## src/rtl/top_if.sv

```systemverilog
// top_if -- status bundle of the self-checking tick generator.
//   template_pin  : slow square wave, toggles on every bus wrap
//   template_bus  : 4-bit free-running tick counter
//   sim_success   : run completed with zero self-check errors
//   sim_done      : run completed, pass or fail
//   sim_report    : packed status {state, err_count, bus, tick_count}
//   fault_inj     : observer-side hook; perturbs the shadow compare on a tick
// master = the generator, slave = whoever observes it.
interface top_if;
  logic        template_pin;
  logic [3:0]  template_bus;
  logic        sim_success;
  logic        sim_done;
  logic [31:0] sim_report;
  logic        fault_inj;

  modport master (
    output template_pin, template_bus, sim_success, sim_done, sim_report,
    input  fault_inj
  );
  modport slave (
    input  template_pin, template_bus, sim_success, sim_done, sim_report,
    output fault_inj
  );
endinterface

```

## src/rtl/top.sv

```systemverilog
// top -- prescaled tick counter with an internal shadow self-check.
//   refclk : sole clock, rising edge
//   rst    : synchronous, active-high reset
//   bus    : top_if.master status bundle (see top_if.sv)
// A run lasts RUN_TICKS ticks of PRESCALE refclk cycles each. On the last
// tick the block lands in PASS (no compare errors) or FAIL and stays there
// until reset. All outputs come straight from flops.
module top #(
  parameter int unsigned PRESCALE  = 12,
  parameter int unsigned RUN_TICKS = 256
) (
  input  logic  refclk,
  input  logic  rst,
  top_if.master bus
);
  typedef enum logic [1:0] {
    S_IDLE = 2'd0,
    S_RUN  = 2'd1,
    S_PASS = 2'd2,
    S_FAIL = 2'd3
  } state_e;

  localparam logic [15:0] PS_LAST = 16'(PRESCALE - 1);
  localparam logic [15:0] RUN_END = 16'(RUN_TICKS);

  state_e      state_q, state_d;
  logic [15:0] presc_q, presc_d;
  logic [3:0]  bus_q, bus_d;
  logic [3:0]  shadow_q, shadow_d;
  logic        pin_q, pin_d;
  logic [15:0] tick_q, tick_d;
  logic [7:0]  err_q, err_d;
  logic        done_q, success_q;
  logic [31:0] report_q;
  logic        tick, mismatch;

  assign tick     = (presc_q == PS_LAST);
  // The observer hook flips the shadow LSB for this compare only, so a
  // single-cycle injection costs exactly one error.
  assign mismatch = (bus_q != (shadow_q ^ {3'b000, bus.fault_inj}));

  always_comb begin
    state_d  = state_q;
    presc_d  = tick ? 16'd0 : presc_q + 16'd1;
    bus_d    = bus_q;
    shadow_d = shadow_q;
    pin_d    = pin_q;
    tick_d   = tick_q;
    err_d    = err_q;
    unique case (state_q)
      S_IDLE: begin
        // Restart the prescaler phase so the first tick lands exactly
        // PRESCALE cycles into RUN.
        presc_d = 16'd0;
        state_d = S_RUN;
      end
      S_RUN: begin
        if (tick) begin
          bus_d    = bus_q + 4'd1;
          shadow_d = shadow_q + 4'd1;
          tick_d   = tick_q + 16'd1;
          if (bus_q == 4'hF) pin_d = ~pin_q;
          if (mismatch && (err_q != 8'hFF)) err_d = err_q + 8'd1;
          // Verdict includes this tick's compare.
          if (tick_d == RUN_END) state_d = (err_d == 8'd0) ? S_PASS : S_FAIL;
        end
      end
      default: ;
    endcase
  end

  always_ff @(posedge refclk) begin
    if (rst) begin
      state_q   <= S_IDLE;
      presc_q   <= '0;
      bus_q     <= '0;
      shadow_q  <= '0;
      pin_q     <= 1'b0;
      tick_q    <= '0;
      err_q     <= '0;
      done_q    <= 1'b0;
      success_q <= 1'b0;
      report_q  <= '0;
    end else begin
      state_q   <= state_d;
      presc_q   <= presc_d;
      bus_q     <= bus_d;
      shadow_q  <= shadow_d;
      pin_q     <= pin_d;
      tick_q    <= tick_d;
      err_q     <= err_d;
      // Status flops sample the current state: they trail the verdict by one cycle.
      done_q    <= (state_q == S_PASS) || (state_q == S_FAIL);
      success_q <= (state_q == S_PASS);
      report_q  <= {2'b00, state_q, err_q, bus_q, tick_q};
    end
  end

  assign bus.template_pin = pin_q;
  assign bus.template_bus = bus_q;
  assign bus.sim_done     = done_q;
  assign bus.sim_success  = success_q;
  assign bus.sim_report   = report_q;
endmodule

```

## src/flat_wrapper.sv

```systemverilog
// flat-port wrapper written by rule: the top's interface ports become plain ports
module top_flat 
#(
  parameter int unsigned PRESCALE  = 12,
  parameter int unsigned RUN_TICKS = 256
)
  (refclk, rst, bus_template_pin, bus_template_bus, bus_sim_success, bus_sim_done, bus_sim_report, bus_fault_inj);
  top_if bus_i ();
  input  logic refclk;
  input  logic rst;
  output wire logic [$bits(bus_i.template_pin)-1:0] bus_template_pin;
  output wire logic [$bits(bus_i.template_bus)-1:0] bus_template_bus;
  output wire logic [$bits(bus_i.sim_success)-1:0] bus_sim_success;
  output wire logic [$bits(bus_i.sim_done)-1:0] bus_sim_done;
  output wire logic [$bits(bus_i.sim_report)-1:0] bus_sim_report;
  input wire logic [$bits(bus_i.fault_inj)-1:0] bus_fault_inj;
  assign bus_template_pin = bus_i.template_pin;
  assign bus_template_bus = bus_i.template_bus;
  assign bus_sim_success = bus_i.sim_success;
  assign bus_sim_done = bus_i.sim_done;
  assign bus_sim_report = bus_i.sim_report;
  assign bus_i.fault_inj = bus_fault_inj;
  top #(.PRESCALE(PRESCALE), .RUN_TICKS(RUN_TICKS)) u_core (.refclk(refclk), .rst(rst), .bus(bus_i));
endmodule
```

## config.mk

```make
export PLATFORM = sky130hd
export DESIGN_NAME = top_flat
export DESIGN_NICKNAME = d
export VERILOG_FILES = /design/src/rtl/top_if.sv /design/src/rtl/top.sv /design/src/flat_wrapper.sv
export SDC_FILE = /design/constraint.sdc
export NUM_CORES = 1
export LEC_CHECK = 0
export BUFFER_PORTS_ARGS = -buffer_cell sky130_fd_sc_hd__buf_2
export CAP_MARGIN = 5
export CORE_UTILIZATION = 55
export DETAILED_ROUTE_END_ITERATION = 12
export PLACE_DENSITY_LB_ADDON = 0.25
export SYNTH_ARGS = -nofsm -noshare
export SYNTH_HDL_FRONTEND = slang
export SYNTH_SLANG_ARGS = --single-unit
```

## constraint.sdc

```tcl
create_clock -name refclk -period 2.9 [get_ports refclk]
set_input_delay 0.58 -clock refclk [delete_from_list [all_inputs] [get_ports refclk]]
set_output_delay 0.58 -clock refclk [all_outputs]
set_load 0.005 [all_outputs]
```

==> results.txt <==
Yosys warnings = 0
proportion of layout cells with a drive suffix above 1 = 15.84%
layout-stage area growth over the synthesis result = 11.34%
area share of the largest cell type after synthesis = 47.65%
post-synthesis sequential element count = 83
netlist area before placement = 0.003487 mm²
WL/cell = 11.85 µm
post-route DRC violation count = 0
top cell family by delay on the critical path = simple AND/OR/NAND/NOR gates
aggregate routed wire length = 5900 µm
power density normalized to cell area = 483.4 mW/mm²
x dimension of the die = 81.63 µm
cell at the slowest stage of the critical path = sky130_fd_sc_hd__or4_1
tightest slew margin relative to the limit = 56.24%
clock tree buffer depth = 2
CTS HTree Levels = 3
met1 wire length = 2978 µm
source-to-sink clock delay at the later pin of the worst-skew pair = 0.35 ns
Data arrival, critical path = 2.86 ns
worst hold path type = flop to flop
Detail Placement HPWL = 4095 µm
TritonCTS clock tree = done
final count of negative-setup-slack endpoints = 0
post-route cell area = 0.003882 mm²
hold slack final = 0.4496 ns
count of pins over their slew limit = 0
fin crit period = 2.643 ns
number of search-and-repair iterations in the first detailed-routing pass = 4
Die Height = 81.63 µm
area inside the core boundary = 0.006026 mm²
endpoint of the worst-slack reg-to-reg timing path = u_core.state_q[0]$_SDFFE_PP0P_
flop2flop setup slack = 0.26 ns
Worst Hold End = u_core.presc_q[0]$_SDFF_PP0_
area of placed instances = 0.003712 mm²
number of diodes added for antenna fixing = 0
fraction of the cycle the final worst path needs = 91.14%
Detailed Route Iter0 Violations = 126
vias in the first global route = 2157
average vias per placed instance = 5.261
die area = 0.006663 mm²
setup fix buffers added after clock tree synthesis = 0
Post-synth EDFFs = 0
category of the worst setup path launch point = flop
final setup TNS = 0 ns
antenna violations before repair = 0
Leakage Power = 1.514 nW
Max rail drop VDD = 0.0002577 V
count of endpoints failing hold in the final timing report = 0
Port-buffer cells = 39
share of synthesized flip-flops with an asynchronous set or reset = 0%
number of sinks on the clock net = 83
GRT Overall Usage = 19.19%
outcome = complete, no violations
wire length on met3 = 199 µm
part of the Yosys area used for sequential elements = 47.65%
type of the setup path with the least slack = flop to flop
Worst Skew = 0.01076 ns
Yosys top cell by area = sky130_fd_sc_hd__dfxtp_1
count of instances resized after the clock tree is built = 0
placer's final routability congestion estimate = 0.8228
routed length on met2 = 2616 µm
cell depth of the worst hold path = 1
Worst Path Required = 3.11 ns
count of maximum capacitance violations = 0
startpoint of the most critical register-to-register path = u_core.tick_q[0]$_SDFFE_PP0P_
unique cell type count in the Yosys netlist = 48
path depth of the worst reg2reg path = 7
cell-by-cell trace of the critical path = ha_1 -> nand3_1 -> or2_1 -> or4_1 -> a32o_1 -> nor4_2 -> a221oi_1
count of boundary I/O pins = 42
transition at the pin with the smallest max-transition slack = 0.6511 ns
maximum net fanout on the critical path = 8
CTS clk-pin slew, worst paths = 0.08 ns
number of nets in the layout = 427
number of buffer and inverter instances along the worst setup path = 0
Fmax = 378.4 MHz
TritonCTS buffer count = 9
Setup crit end kind = flop
initial core utilization = 57.87%
most used flip-flop cell after synthesis = sky130_fd_sc_hd__dfxtp_1
global-route wire length before repair = 9729 µm
total number of placement rows = 28
longest individual stage delay on the worst path = 0.50 ns
setup repair after global routing missed its margin = no
launching element of the worst setup path = u_core.tick_q[0]$_SDFFE_PP0P_
most area-consuming cells after synthesis = sky130_fd_sc_hd__dfxtp_1 48%, sky130_fd_sc_hd__nor2_1 6.5%, sky130_fd_sc_hd__xor2_1 6.3%
synthesized area divided by synthesized cell count = 9.057 µm²
ANT nets after route = 0
number of buffers added to fix hold violations after cts = 0
Max Used Layer = met4
worst min-delay path startpoint = u_core.presc_q[0]$_SDFF_PP0_
overall overflow remaining after global route = 0
clock root cell = sky130_fd_sc_hd__clkbuf_8
total vias in the final route = 2620
Post-Syn Instances = 385
largest net degree at the start of global routing = 43
worst reg2reg max path: stages, from the launching register on:
cell and delay, ns:
sky130_fd_sc_hd__dfxtp_1 0.48, sky130_fd_sc_hd__ha_1 0.39, sky130_fd_sc_hd__nand3_1 0.13, sky130_fd_sc_hd__or2_1 0.27, sky130_fd_sc_hd__or4_1 0.50, sky130_fd_sc_hd__a32o_1 0.28
sky130_fd_sc_hd__nor4_2 0.34, sky130_fd_sc_hd__a221oi_1 0.13
flip-flops by register name, summed over array words and instances (netlist names):
name and cells:
u_core.shadow_q 4, u_core.bus.template_pin 1, u_core.state_q 2, u_core.presc_q 16, u_core.bus.template_bus 4, u_core.bus.sim_done 1, u_core.bus.sim_success 1, u_core.bus.sim_report 30
u_core.err_q 8, u_core.tick_q 16
Yosys cell counts, drive strengths merged, types with 2 or more instances:
cell    count
nor4b       3
a211oi      2
xnor2      24
xor2       25
a21o        2
mux2i       2
nor4        5
and3        3
nand2      28
nor3        9
or2         5
clkbuf     15
nor2b      30
or4         4
a21oi       8
inv         5
buf         7
ha          6
nor2       60
nand4      14
o21ai       5
nand3      16
or3         5
dfxtp      83
and4        3
metal layers:
layer / GRT usage (%) / up-vias
met2: 30.83 / 50
met4: 7.895 / 0
met5: 0 / -
met1: 24.62 / 1206
li1: - / 1353
met3: 4.667 / 11
stage by stage:
step | power, mW | instances | utilization (%) | worst slack [ns]
after floorplan | 1.195 | 386 | - | 0.4284
after global placement | 1.201 | 482 | 61.61 | 0.3865
after detailed placement | 1.202 | 482 | 61.61 | 0.2647
after CTS | 1.903 | 498 | 64.43 | 0.2458
after global routing | 1.955 | 498 | 64.43 | 0.1362
final | 1.877 | 498 | 64.43 | 0.2570
worst max-delay path by stage:
stage                     slack, ns                        endpoint  cells after the start
after floorplan                0.43  u_core.state_q[0]$_SDFFE_PP0P_                      8
after global placement         0.39  u_core.state_q[0]$_SDFFE_PP0P_                      7
after detailed placement       0.26  u_core.state_q[0]$_SDFFE_PP0P_                      7
after CTS                      0.25  u_core.state_q[0]$_SDFFE_PP0P_                      7
after global routing           0.14  u_core.state_q[0]$_SDFFE_PP0P_                      7
final                          0.26  u_core.state_q[0]$_SDFFE_PP0P_                      7
logic make-up (layout without fill, tap and decap cells):
family,Yosys count,in the layout,share of synthesized area (%)
AND/OR/NAND/NOR,189,189,28.13
flip-flops,83,83,47.65
multiplexers,2,2,0.5741
XOR/XNOR,50,50,12.95
buffers and inverters,27,64,3.337
AO/OA/AOI/OAI,27,27,5.095
other,1,2,0.1075
adder cells (fa/ha/maj),6,6,2.153
layout by cell type (no fill, tap or decap), drive strengths merged, types with 6 or more instances in the layout:
cell and instances:
nand4 14, xor2 25, ha 6, a21oi 8, nor2b 30, clkbuf 10, buf 43, xnor2 24
nand2 28, nor3 9, dfxtp 83, nor2 60, nand3 16
layout make-up:
cell class              count  area, µm²
repair buffers             43      225.2
flip-flops and latches     83       1662
inverters                   5      18.77
clock buffers              10      127.6
multi-input cells         276       1713
fillers                   536       2143
well taps                  75      93.84
clock inverters             6      42.54
power breakdown:
group	total [mW]	internal [mW]	switching, mW
clock network	0.702	0.309	0.393
registers	1.14	1.14	0.00145
logic	0.0322	0.00797	0.0242
total	1.88	1.46	0.419
(Power assumes the default switching activity.)
